File: config.mk
export PLATFORM = sky130hd
export DESIGN_NAME = mem_arbiter
export DESIGN_NICKNAME = d
export VERILOG_FILES = /design/src/rtl/mem_arbiter_pkg.sv /design/src/rtl/mem_arbiter_wdog.sv /design/src/rtl/mem_arbiter.sv
export SDC_FILE = /design/constraint.sdc
export NUM_CORES = 1
export LEC_CHECK = 0
export BUFFER_PORTS_ARGS = -buffer_cell sky130_fd_sc_hd__buf_4
export CAP_MARGIN = 20
export CELL_PAD_IN_SITES_DETAIL_PLACEMENT = 0
export CELL_PAD_IN_SITES_GLOBAL_PLACEMENT = 1
export CORE_ASPECT_RATIO = 0.6
export CORE_MARGIN = 2
export CORE_UTILIZATION = 16
export CTS_BUF_LIST = sky130_fd_sc_hd__clkbuf_16
export CTS_CLUSTER_DIAMETER = 30
export DETAILED_ROUTE_END_ITERATION = 10
export GPL_TIMING_DRIVEN = 1
export PLACE_DENSITY_LB_ADDON = 0.1
export SLEW_MARGIN = 20
export SYNTH_ARGS = -nofsm -noshare
export SYNTH_HDL_FRONTEND = slang
export SYNTH_SLANG_ARGS = --single-unit
export TNS_END_PERCENT = 20
File: constraint.sdc
create_clock -name clk -period 2.3 [get_ports clk]
set_input_delay 0.345 -clock clk [delete_from_list [all_inputs] [get_ports clk]]
set_output_delay 0.345 -clock clk [all_outputs]
set_load 0.02 [all_outputs]
File: src/rtl/mem_arbiter_pkg.sv
`default_nettype none
// ============================================================================
// Module      : mem_arbiter_pkg
// Description : Shared types and constants for the two-master memory arbiter.
// Revision    : 1.0 - initial release
// ============================================================================
package mem_arbiter_pkg;

    typedef enum logic [1:0] {
        ST_IDLE  = 2'd0,
        ST_BUSY0 = 2'd1,
        ST_BUSY1 = 2'd2
    } arb_state_t;

    typedef logic master_idx_t;

    localparam master_idx_t c_master0       = 1'b0;
    localparam master_idx_t c_master1       = 1'b1;
    localparam logic [31:0] c_timeout_rdata = 32'h0000_0000;

    // Watchdog counter width: enough bits to hold TIMEOUT_CYCLES itself.
    function automatic int wdog_width(input int cycles);
        return (cycles < 1) ? 1 : $clog2(cycles + 1);
    endfunction

endpackage
`default_nettype wire

File: src/rtl/mem_arbiter_wdog.sv
`default_nettype none
// ============================================================================
// Module      : mem_arbiter_wdog
// Description : Saturating stall counter; flags the TIMEOUT_CYCLES-th stall.
// Revision    : 1.0 - initial release
// ============================================================================
module mem_arbiter_wdog
    import mem_arbiter_pkg::*;
#(
    parameter int TIMEOUT_CYCLES = 255
) (
    input  logic clk,
    input  logic reset,
    input  logic clear,
    input  logic count_en,
    output logic expired
);

    localparam int c_width = wdog_width(TIMEOUT_CYCLES);

    generate
        if (TIMEOUT_CYCLES == 0) begin : g_disabled
            logic w_unused;
            assign w_unused = &{1'b0, clk, reset, clear, count_en};
            assign expired  = 1'b0;
        end else begin : g_enabled
            localparam logic [c_width-1:0] c_one  = c_width'(1);
            localparam logic [c_width-1:0] c_last = c_width'(TIMEOUT_CYCLES - 1);
            localparam logic [c_width-1:0] c_sat  = c_width'(TIMEOUT_CYCLES);

            logic [c_width-1:0] r_count;

            always_ff @(posedge clk) begin
                if (reset || clear) begin
                    r_count <= '0;
                end else if (count_en && (r_count != c_sat)) begin
                    r_count <= r_count + c_one;
                end
            end

            // Counter holds the number of earlier stalls, so the Nth stall sees N-1.
            assign expired = count_en && (r_count == c_last);
        end
    endgenerate

endmodule
`default_nettype wire

File: src/rtl/mem_arbiter.sv
`default_nettype none
// ============================================================================
// Module      : mem_arbiter
// Description : Two-master to one-slave native-bus arbiter with stall timeout.
//               Define MEM_ARBITER_RR_EN for round-robin; default is m0 priority.
// Revision    : 1.0 - initial release
// ============================================================================
module mem_arbiter
    import mem_arbiter_pkg::*;
#(
    parameter int TIMEOUT_CYCLES = 255
) (
    input  logic        clk,
    input  logic        reset,

    input  logic        m0_valid,
    input  logic        m0_instr,
    input  logic [31:0] m0_addr,
    input  logic [31:0] m0_wdata,
    input  logic [3:0]  m0_wstrb,
    output logic        m0_ready,
    output logic [31:0] m0_rdata,

    input  logic        m1_valid,
    input  logic        m1_instr,
    input  logic [31:0] m1_addr,
    input  logic [31:0] m1_wdata,
    input  logic [3:0]  m1_wstrb,
    output logic        m1_ready,
    output logic [31:0] m1_rdata,

    output logic        s_valid,
    output logic        s_instr,
    output logic [31:0] s_addr,
    output logic [31:0] s_wdata,
    output logic [3:0]  s_wstrb,
    input  logic        s_ready,
    input  logic [31:0] s_rdata,

    output logic        timeout
);

    arb_state_t  r_state;
    master_idx_t w_pick;
    logic        w_any_req;
    logic        w_gnt_valid;
    logic        w_done;
    logic        w_expired;
    logic        w_force;
    logic        w_busy0;
    logic        w_busy1;

`ifdef MEM_ARBITER_RR_EN
    master_idx_t r_last;
`endif

    assign w_any_req = m0_valid | m1_valid;
    assign w_busy0   = (r_state == ST_BUSY0);
    assign w_busy1   = (r_state == ST_BUSY1);

    always_comb begin
        w_pick = c_master0;
`ifdef MEM_ARBITER_RR_EN
        if (m0_valid && m1_valid) begin
            w_pick = (r_last == c_master1) ? c_master0 : c_master1;
        end else if (!m0_valid) begin
            w_pick = c_master1;
        end
`else
        if (!m0_valid) begin
            w_pick = c_master1;
        end
`endif
    end

    // Slave-side mux; forced quiet while reset is asserted so nothing leaks out.
    always_comb begin
        w_gnt_valid = 1'b0;
        s_instr     = 1'b0;
        s_addr      = 32'h0;
        s_wdata     = 32'h0;
        s_wstrb     = 4'h0;
        if (!reset) begin
            case (r_state)
                ST_BUSY0: begin
                    w_gnt_valid = m0_valid;
                    s_instr     = m0_instr;
                    s_addr      = m0_addr;
                    s_wdata     = m0_wdata;
                    s_wstrb     = m0_wstrb;
                end
                ST_BUSY1: begin
                    w_gnt_valid = m1_valid;
                    s_instr     = m1_instr;
                    s_addr      = m1_addr;
                    s_wdata     = m1_wdata;
                    s_wstrb     = m1_wstrb;
                end
                default: ;
            endcase
        end
    end

    assign s_valid = w_gnt_valid;
    assign w_done  = w_gnt_valid & s_ready;
    // Expiry only fires while the master still waits and the slave is stalled.
    assign w_force = w_expired;
    assign timeout = w_force;

    assign m0_ready = w_busy0 & (w_done | w_force);
    assign m1_ready = w_busy1 & (w_done | w_force);
    assign m0_rdata = (w_busy0 && w_done) ? s_rdata : c_timeout_rdata;
    assign m1_rdata = (w_busy1 && w_done) ? s_rdata : c_timeout_rdata;

    mem_arbiter_wdog #(
        .TIMEOUT_CYCLES (TIMEOUT_CYCLES)
    ) u_wdog (
        .clk      (clk),
        .reset    (reset),
        .clear    (r_state == ST_IDLE),
        .count_en (w_gnt_valid & ~s_ready),
        .expired  (w_expired)
    );

    always_ff @(posedge clk) begin
        if (reset) begin
            r_state <= ST_IDLE;
`ifdef MEM_ARBITER_RR_EN
            r_last  <= c_master1;
`endif
        end else begin
            case (r_state)
                ST_IDLE: begin
                    if (w_any_req) begin
                        r_state <= (w_pick == c_master0) ? ST_BUSY0 : ST_BUSY1;
`ifdef MEM_ARBITER_RR_EN
                        r_last  <= w_pick;
`endif
                    end
                end
                ST_BUSY0, ST_BUSY1: begin
                    if (!w_gnt_valid || w_done || w_force) begin
                        r_state <= ST_IDLE;
                    end
                end
                default: r_state <= ST_IDLE;
            endcase
        end
    end

endmodule
`default_nettype wire

# == After elaboration in Yosys (flattened, before gate mapping) ==
# Cells that the tools add are included.
# op_classes
add_sub_neg,1
n_eq_ne,6
n_mux,16
bitwise,7
reduce_logical,11
# ops
cell,count
$mux W32,4
$pmux W32 S2,2
$add A8 B1 Y8 const B,1
$eq A8 B8 Y1 const B,1
$ne A8 B8 Y1 const B,1
$pmux W4 S2,1
$mux W2,3
$and A1 B1 Y1,4
$logic_and A1 B1 Y1,4
$mux W4,1
$ne A2 B2 Y1 const B,2
$pmux W1 S2,2
$pmux W2 S2,1
$logic_or A1 B1 Y1,3
$eq A2 B1 Y1 const B,1
$eq A2 B2 Y1 const B,1
$logic_not A2 Y1,1
$mux W1,2
$or A1 B1 Y1,2
$reduce_and A2 Y1,1
$reduce_or A2 Y1,1
$logic_not A1 Y1,1
$not A1 Y1,1
# word_totals
register_bits,10
in_bits,175
out_inout_bits,137
wordCells,43

# == Logic depth before layout (Yosys ltp) ==
# Gate-level depths: netlist of the first run.
# depth
depth_word,8
depth_mapped,9
ltp_nobuf,7

# == By module ==
# From an unflattened synthesis of the first run, not the netlist that was laid out.
# unflattened
cells_unflattened,313
hier_area_um2,2093.3
# by_module_without_submodules
module,instances,cells_per_inst,area_per_inst_um2,seq_area_each_um2
mem_arbiter,1,262,1634.1,40.0
mem_arbiter_wdog,1,51,459.2,160.2

# == Worst setup path after synthesis of the first run ==
# Ideal clock, no wire load.
# synth_path
path_kind,register to output
from,reg r_state[0]
to,out m0_rdata[10]
arrival_time_ns,1.929
required_time_ns,1.955
setup_slack_ns,0.026
path_stages_with_launch,10
path_buffers,2
cell_sequence,dfxtp_1 inv_1 ha_1 nand2b_4 buf_6 or2_2 inv_2 and3_1 clkbuf_2 and2_1
# synth_between
elab_chain_len,6
elab_cells_between_ends,7
classes_between,eq/ne (2); mux (3); bitwise (1); reduce/logical (1)
# synth_rtl
element,line_no,rtl
start: declaration,mem_arbiter.sv:43,arb_state_t r_state;
start signal: assignment,mem_arbiter.sv:135,r_state <= (w_pick == c_master0) ? ST_BUSY0 : ST_BUSY1;
$eq A2 B2 Y1 or $eq A2 B1 Y1 (tied branches),mem_arbiter.sv:84,case (r_state)
$pmux W1 S2 (*),mem_arbiter.sv:84,
$mux W1 (*),mem_arbiter.sv:83,if (!reset) begin
net s_valid,mem_arbiter.sv:32,"output logic s_valid,"
$and A1 B1 Y1 (*),mem_arbiter.sv:105,assign w_done = w_gnt_valid & s_ready;
$logic_and A1 B1 Y1 (*),mem_arbiter.sv:112,assign m0_rdata = (w_busy0 && w_done) ? s_rdata : c_timeout_rdata;
$mux W32 (*),mem_arbiter.sv:112,
end: declaration,mem_arbiter.sv:22,"output logic [31:0] m0_rdata,"
# Mark *: on every way through the listed nets, which the timed path passes. The rest lies on a longest branch.

# == Worst setup path in the final report of the first run ==
# layout_path
from,reg r_state[0]
to,out m0_rdata[28]
# layout_between
elab_chain_len,6
elab_cells_between_ends,7
classes_between,eq/ne (2); mux (3); bitwise (1); reduce/logical (1)
# layout_rtl
element,line_no
$eq A2 B2 Y1 or $eq A2 B1 Y1 (tied branches),"mem_arbiter.sv:84, mem_arbiter.sv:58"
$pmux W1 S2,mem_arbiter.sv:84
$mux W1,mem_arbiter.sv:83
$and A1 B1 Y1,mem_arbiter.sv:105
$logic_and A1 B1 Y1 (*),mem_arbiter.sv:112
$mux W32 (*),mem_arbiter.sv:112
# Every way passes the cells marked *; elsewhere a longest branch is shown, timed or not.

==> results.toml, run 1 <==
[status]
status = "finished with violations"
violations = "setup timing"

[synthesis]
synth_top_family_by_area = "simple AND/OR/NAND/NOR gates"
synthMuxAreaShare_pct = 0
synthFlopType = "dfxtp_1"
syn-cell-area_um2 = 1970
synth_edf_count = 0
synthAdderAreaFrac_pct = 3.17
synth_cell_type_count = 37
yosys.area.top_type = "a22oi_1"
synth_seq_area_share_pct = 10.2
ys_ff_latch = 10
syn_inst = 314
post-synth-top-area-fraction_pct = 26.6
synthArstFlopShare_pct = 0
yosys_warnings = 0
synthXorXnorAreaFrac_pct = 0
avgSynthCellArea_um2 = 6.28
synthSimpleGateAreaFrac_pct = 44.6
synthTopCellsByArea = "a22oi_1 (27%), and2_1 (21%), nor2_1 (14%), dfxtp_1 (10%), clkbuf_1 (4.2%)"
synth_compound_area_share_pct = 33.9
syn-num-nets = 494

[die]
coreArea_um2 = 12000
die_h_um = 90.0
die-area_um2 = 13300
initial_core_util_pct = 16.4
die_x_um = 147
pin_count = 312
num_rows = 31

[layout]
fin_cells = 776
nets = 793
design_area_um2 = 4880
syn_to_final_growth_pct = 148
finish.utilization_pct = 40.6
antennaDiodeCount = 0
layout-drive-gt1-share_pct = 60.7

[placed_design]
placed_cell_area_um2 = 4460
placed_cells = 762
routabilityCongestion = 0.841
io_buffers = 311
dp_hpwl_mm = 9.34

[timing]
slew_headroom_pct = 65.7
slew_viol_final = 0
hold_viol = 0
setup_slack_ns = -0.0314
max_freq_ghz = 0.429
report.final.setup_viol = 16
whs_ns = 0.316
max_slew.worst_pin.slew_ns = 0.515
min_period_ns = 2.33
finClkSkew_ns = 0.00242
rsz0062_at_grt = "yes"
fin_crit_sh_pct = 101

[route]
dr_total_vias = 3549
dr.first_iter.drc_count = 158
remaining_drc_errors = 0
avgViaCountPerCell = 4.57
antenna_left = 0
wl_per_cell_um = 15.6
drt-total-wl_mm = 12.1
first_pass_iters = 4

[clocking]
clk_pin_slew_ns = 0.04
cts_tree = "built"
htreeDepth = 1
clock_latency_ns = 0.24
cts_sinks = 10
cts_buffers = 3
cts-root-buf = "clkbuf_16"
cts_buffer_depth = 2
ctsHoldBuffers = 0

[global_route]
grt_use_total_pct = 16.3
antenna_found_initial = 0
overflow = 0
grt_max_degree = 72
grt_pass1_vias = 3255
grt_pass1_wl_mm = 17.7

[worst_setup_path]
max_stage_delay_ns = 0.37
crit_chain = "inv_6 -> ha_4 -> nand2b_4 -> or2_4 -> inv_4 -> and3_4 -> buf_4 -> buf_12 -> and2_4 -> buf_6"
arrival_ns = 1.99
endpoint_kind = "primary output"
critPathKind = "reg2out"
crit_required_ns = 1.96
slowest_stage = "dfxtp_4"
cp_max_fo = 8
startpoint_type = "flop"

[job]
drv_cap = 0

[power_and_ir_drop]
ir_worst_vdd_uv = 246
power.density_nw_per_um2 = 218
p_leak_nw = 2.33

[min_path]
holdCritPathClass = "in2reg"
## path summary, 6_finish.rpt
| path | from | cells past startpoint | slack, ns | end |
|---|---|---|---|---|
| worst min-delay path | reset | 2 | 0.32 | r_state[1] |
| worst min register to register | u_wdog.g_enabled.r_count[7] | 2 | 0.50 | u_wdog.g_enabled.r_count[7] |
| worst max register to register | r_state[0] | 7 | 0.27 | u_wdog.g_enabled.r_count[5] |
| worst max-delay path | r_state[0] | 10 | -0.03 | m0_rdata[28] |
## power breakdown
part,switching [mW],total (mW),internal (mW),leakage (nW)
clock network,0.0844,0.310,0.226,0.0370
logic,0.256,0.575,0.319,2.21
registers,0.00472,0.181,0.176,0.0822
## final cells by class
class                   count  area, um2
repair buffers            327       2640
fillers                  1267       7140
inverters                   5       28.8
multi-input cells         266       1730
clock buffers               3       75.1
well taps                 165        206
flip-flops and latches     10        208
## sequential cells by signal, summed over array words and instances, names as in the netlist
signal	cells
r_state	2
u_wdog.g_enabled.r_count	8
## kinds of logic after synthesis
kind of cell / after synthesis
DFF: 10
buffers and inverters: 38
adders and majority gates: 5
AOI/OAI and AO/OA: 92
and+or+nand+nor: 169
## per-stage QoR
step                      setup slack, ns  setup TNS, ns  total power [mW]
after floorplan                    0.0257              0             0.404
after global placement              0.112              0             0.726
after detailed placement           0.0659              0             0.730
after CTS                         -0.0917          -2.06              1.06
after global routing              -0.0911          -3.53              1.13
final                             -0.0314         -0.304              1.07
## critical path: cells and delay by family (launching register included)
family                   cells  cell delay (ns)
adder cells (fa/ha/maj)      1             0.26
AND/OR/NAND/NOR              4             0.65
flip-flops                   1             0.37
buffers and inverters        5             0.46
## placed cells by master, fill, tap and decap left out, types with 2 or more instances in the layout
cell / count
nor3_1: 2
nand4_1: 3
nor2_1: 73
nand3_1: 6
or4_1: 3
ha_4: 3
buf_6: 30
clkbuf_16: 3
inv_4: 2
and2_4: 26
inv_1: 2
and2_1: 39
a22oi_1: 69
nand2_1: 2
ha_1: 2
nor2b_1: 2
a21oi_1: 8
o31ai_1: 3
buf_4: 292
o21ai_0: 3
and3_1: 4
dfxtp_1: 8
buf_12: 4
dfxtp_4: 2
## what timing repair did
| item | in CTS | in global routing |
|---|---|---|
| pin swaps | 0 | 9 |
| endpoints found under the setup margin | 133 | 133 |
| gates resized for setup | 24 | 51 |
| setup buffers | 2 | 8 |
| hold endpoints to repair | 0 | 0 |
| gates cloned | 2 | 0 |
## cells in the mapped netlist (2+ instances only)
library cell and count:
inv_1 4, o21ai_0 3, clkbuf_1 22, nor2b_1 2, buf_2 3, or2_2 2, nand3_1 6, clkbuf_2 6
nor3_1 2, nor2_1 73, a22oi_1 70, and2_1 65, ha_1 5, nand4_1 3, a21oi_1 8, dfxtp_1 10
or4_1 3, and3_1 5, o31ai_1 3, nand2_1 2
## routing by layer
layer / vias up / track usage [%] / share of wire (%)
li1: 1715 / - / -
met1: 1639 / 19.7 / 40
met2: 179 / 30.3 / 52
met3: 16 / 2.99 / 6.6
met4: 0 / 2.80 / 1.5
met5: - / 0 / 0
Note: power is estimated with default switching activity, not from simulation.
==> run 2, diff against run 1 <==
- CORE_AREA: default -> 2 2 121 123
- CORE_ASPECT_RATIO: 0.6 -> default
- CORE_MARGIN: 2 -> default
- CORE_UTILIZATION: 16 -> default
- DIE_AREA: default -> 0 0 123 125
==> results.toml, run 2 (synthesis results as in run 1) <==
[timing]
slew_viol_final = 0
hold_viol = 0
max_freq_ghz = 0.427
finClkSkew_ns = 0.00210
report.final.setup_viol = 16
max_slew.worst_pin.slew_ns = 0.482
slew_headroom_pct = 67.8
min_period_ns = 2.34
fin_crit_sh_pct = 102
rsz0062_at_grt = "yes"
whs_ns = 0.332
setup_slack_ns = -0.0406

[route]
avgViaCountPerCell = 4.45
remaining_drc_errors = 0
dr_total_vias = 3559
antenna_left = 0
drt-total-wl_mm = 13.1
dr.first_iter.drc_count = 117
wl_per_cell_um = 16.4
first_pass_iters = 4

[status]
violations = "setup timing"
status = "finished with violations"

[worst_setup_path]
reg2reg_depth = 7
cp_max_fo = 8
max_stage_delay_ns = 0.34
critPathKind = "reg2out"
startpoint_type = "flop"
endpoint_kind = "primary output"
crit_chain = "inv_4 -> ha_4 -> nand2b_4 -> or2_4 -> inv_4 -> and3_4 -> buf_6 -> buf_16 -> and2_4 -> buf_6"
arrival_ns = 2.00
crit_required_ns = 1.96
slowest_stage = "dfxtp_2"

[global_route]
grt_max_degree = 71
grt_use_total_pct = 15.5
grt_pass1_wl_mm = 18.7
overflow = 0
antenna_found_initial = 0
grt_pass1_vias = 3423

[clocking]
cts_buffer_depth = 2
cts_buffers = 3
cts-root-buf = "clkbuf_16"
clock_latency_ns = 0.24
htreeDepth = 1
ctsHoldBuffers = 0
clk_pin_slew_ns = 0.04
cts_sinks = 10
cts_tree = "built"

[job]
drv_cap = 0

[die]
die_h_um = 125
initial_core_util_pct = 13.9
die-area_um2 = 15400
pin_count = 312
die_x_um = 123
num_rows = 44
coreArea_um2 = 14200

[min_path]
holdCritPathClass = "in2reg"
whs_path_depth = 2

[power_and_ir_drop]
power.density_nw_per_um2 = 217
p_leak_nw = 2.36
ir_worst_vdd_uv = 178

[layout]
fin_cells = 800
regMostFlops = "u_wdog.g_enabled.r_count"
layout-drive-gt1-share_pct = 61.4
final_cell_mix = "buf_4 (287), nor2_1 (72), a22oi_1 (69)"
layout_commonest_cell = "buf_4"
nets = 797
nFillCells = 1538
top_regs = "u_wdog.g_enabled.r_count: 8 flops, r_state: 2 flops"
syn_to_final_growth_pct = 152
antennaDiodeCount = 0
largest_register_ffs = 8

[placed_design]
dp_hpwl_mm = 10.2
placed_cells = 783
io_buffers = 311
routabilityCongestion = 0.776
## run 2: worst max-delay path: cells and delay by family (launching register included)
family / cells / cell delay, ns
buffers and inverters: 5 / 0.47
adders and majority gates: 1 / 0.26
DFF: 1 / 0.34
and+or+nand+nor: 4 / 0.68
## run 2: final timing paths
kind	from	endpoint	slack (ns)
max	r_state[0]	m0_rdata[11]	-0.04
min	reset	r_state[1]	0.33
max reg2reg	r_state[0]	u_wdog.g_enabled.r_count[5]	0.33
min reg2reg	u_wdog.g_enabled.r_count[7]	u_wdog.g_enabled.r_count[7]	0.50
## run 2: cell type report
class	instances	area, um2	share of cell area (%)
sequential	10	203	4.08
inverter	5	26.3	0.529
clock inverter	1	3.75	0.0756
clock buffer	3	75.1	1.51
tap	184	230	4.64
timing repair buffer	331	2690	54.3
multi-input combinational	266	1730	34.9
## run 2: where the power goes
| group | switching (mW) | internal [mW] |
|---|---|---|
| Sequential | 0.00287 | 0.177 |
| Clock | 0.0869 | 0.228 |
| Combinational | 0.260 | 0.321 |
## run 2: layer usage
metal	GRT usage [%]	share of wire [%]
met4	2.61	0.74
met5	0	0
met2	31.9	57
met1	15.3	33
met3	3.60	9.3
## run 2: metrics by stage
stage	util, %	TNS [ns]	total power [mW]	cell area [um2]	setup slack (ns)
floorplan	-	0	0.404	1970	0.0257
CTS	33.9	-1.63	1.07	4820	-0.0617
global route	35.0	-4.84	1.15	4960	-0.115
finish	35.0	-0.507	1.08	4960	-0.0406
detailed placement	31.5	0	0.732	4480	0.0615
global placement	31.5	0	0.726	4480	0.0830
## run 2: repair_timing
| item | in CTS | in global routing |
|---|---|---|
| setup buffers | 6 | 6 |
| cloned | 3 | 0 |
| gates resized for setup | 42 | 48 |
| setup endpoints to repair | 133 | 133 |
| pin swaps | 2 | 10 |
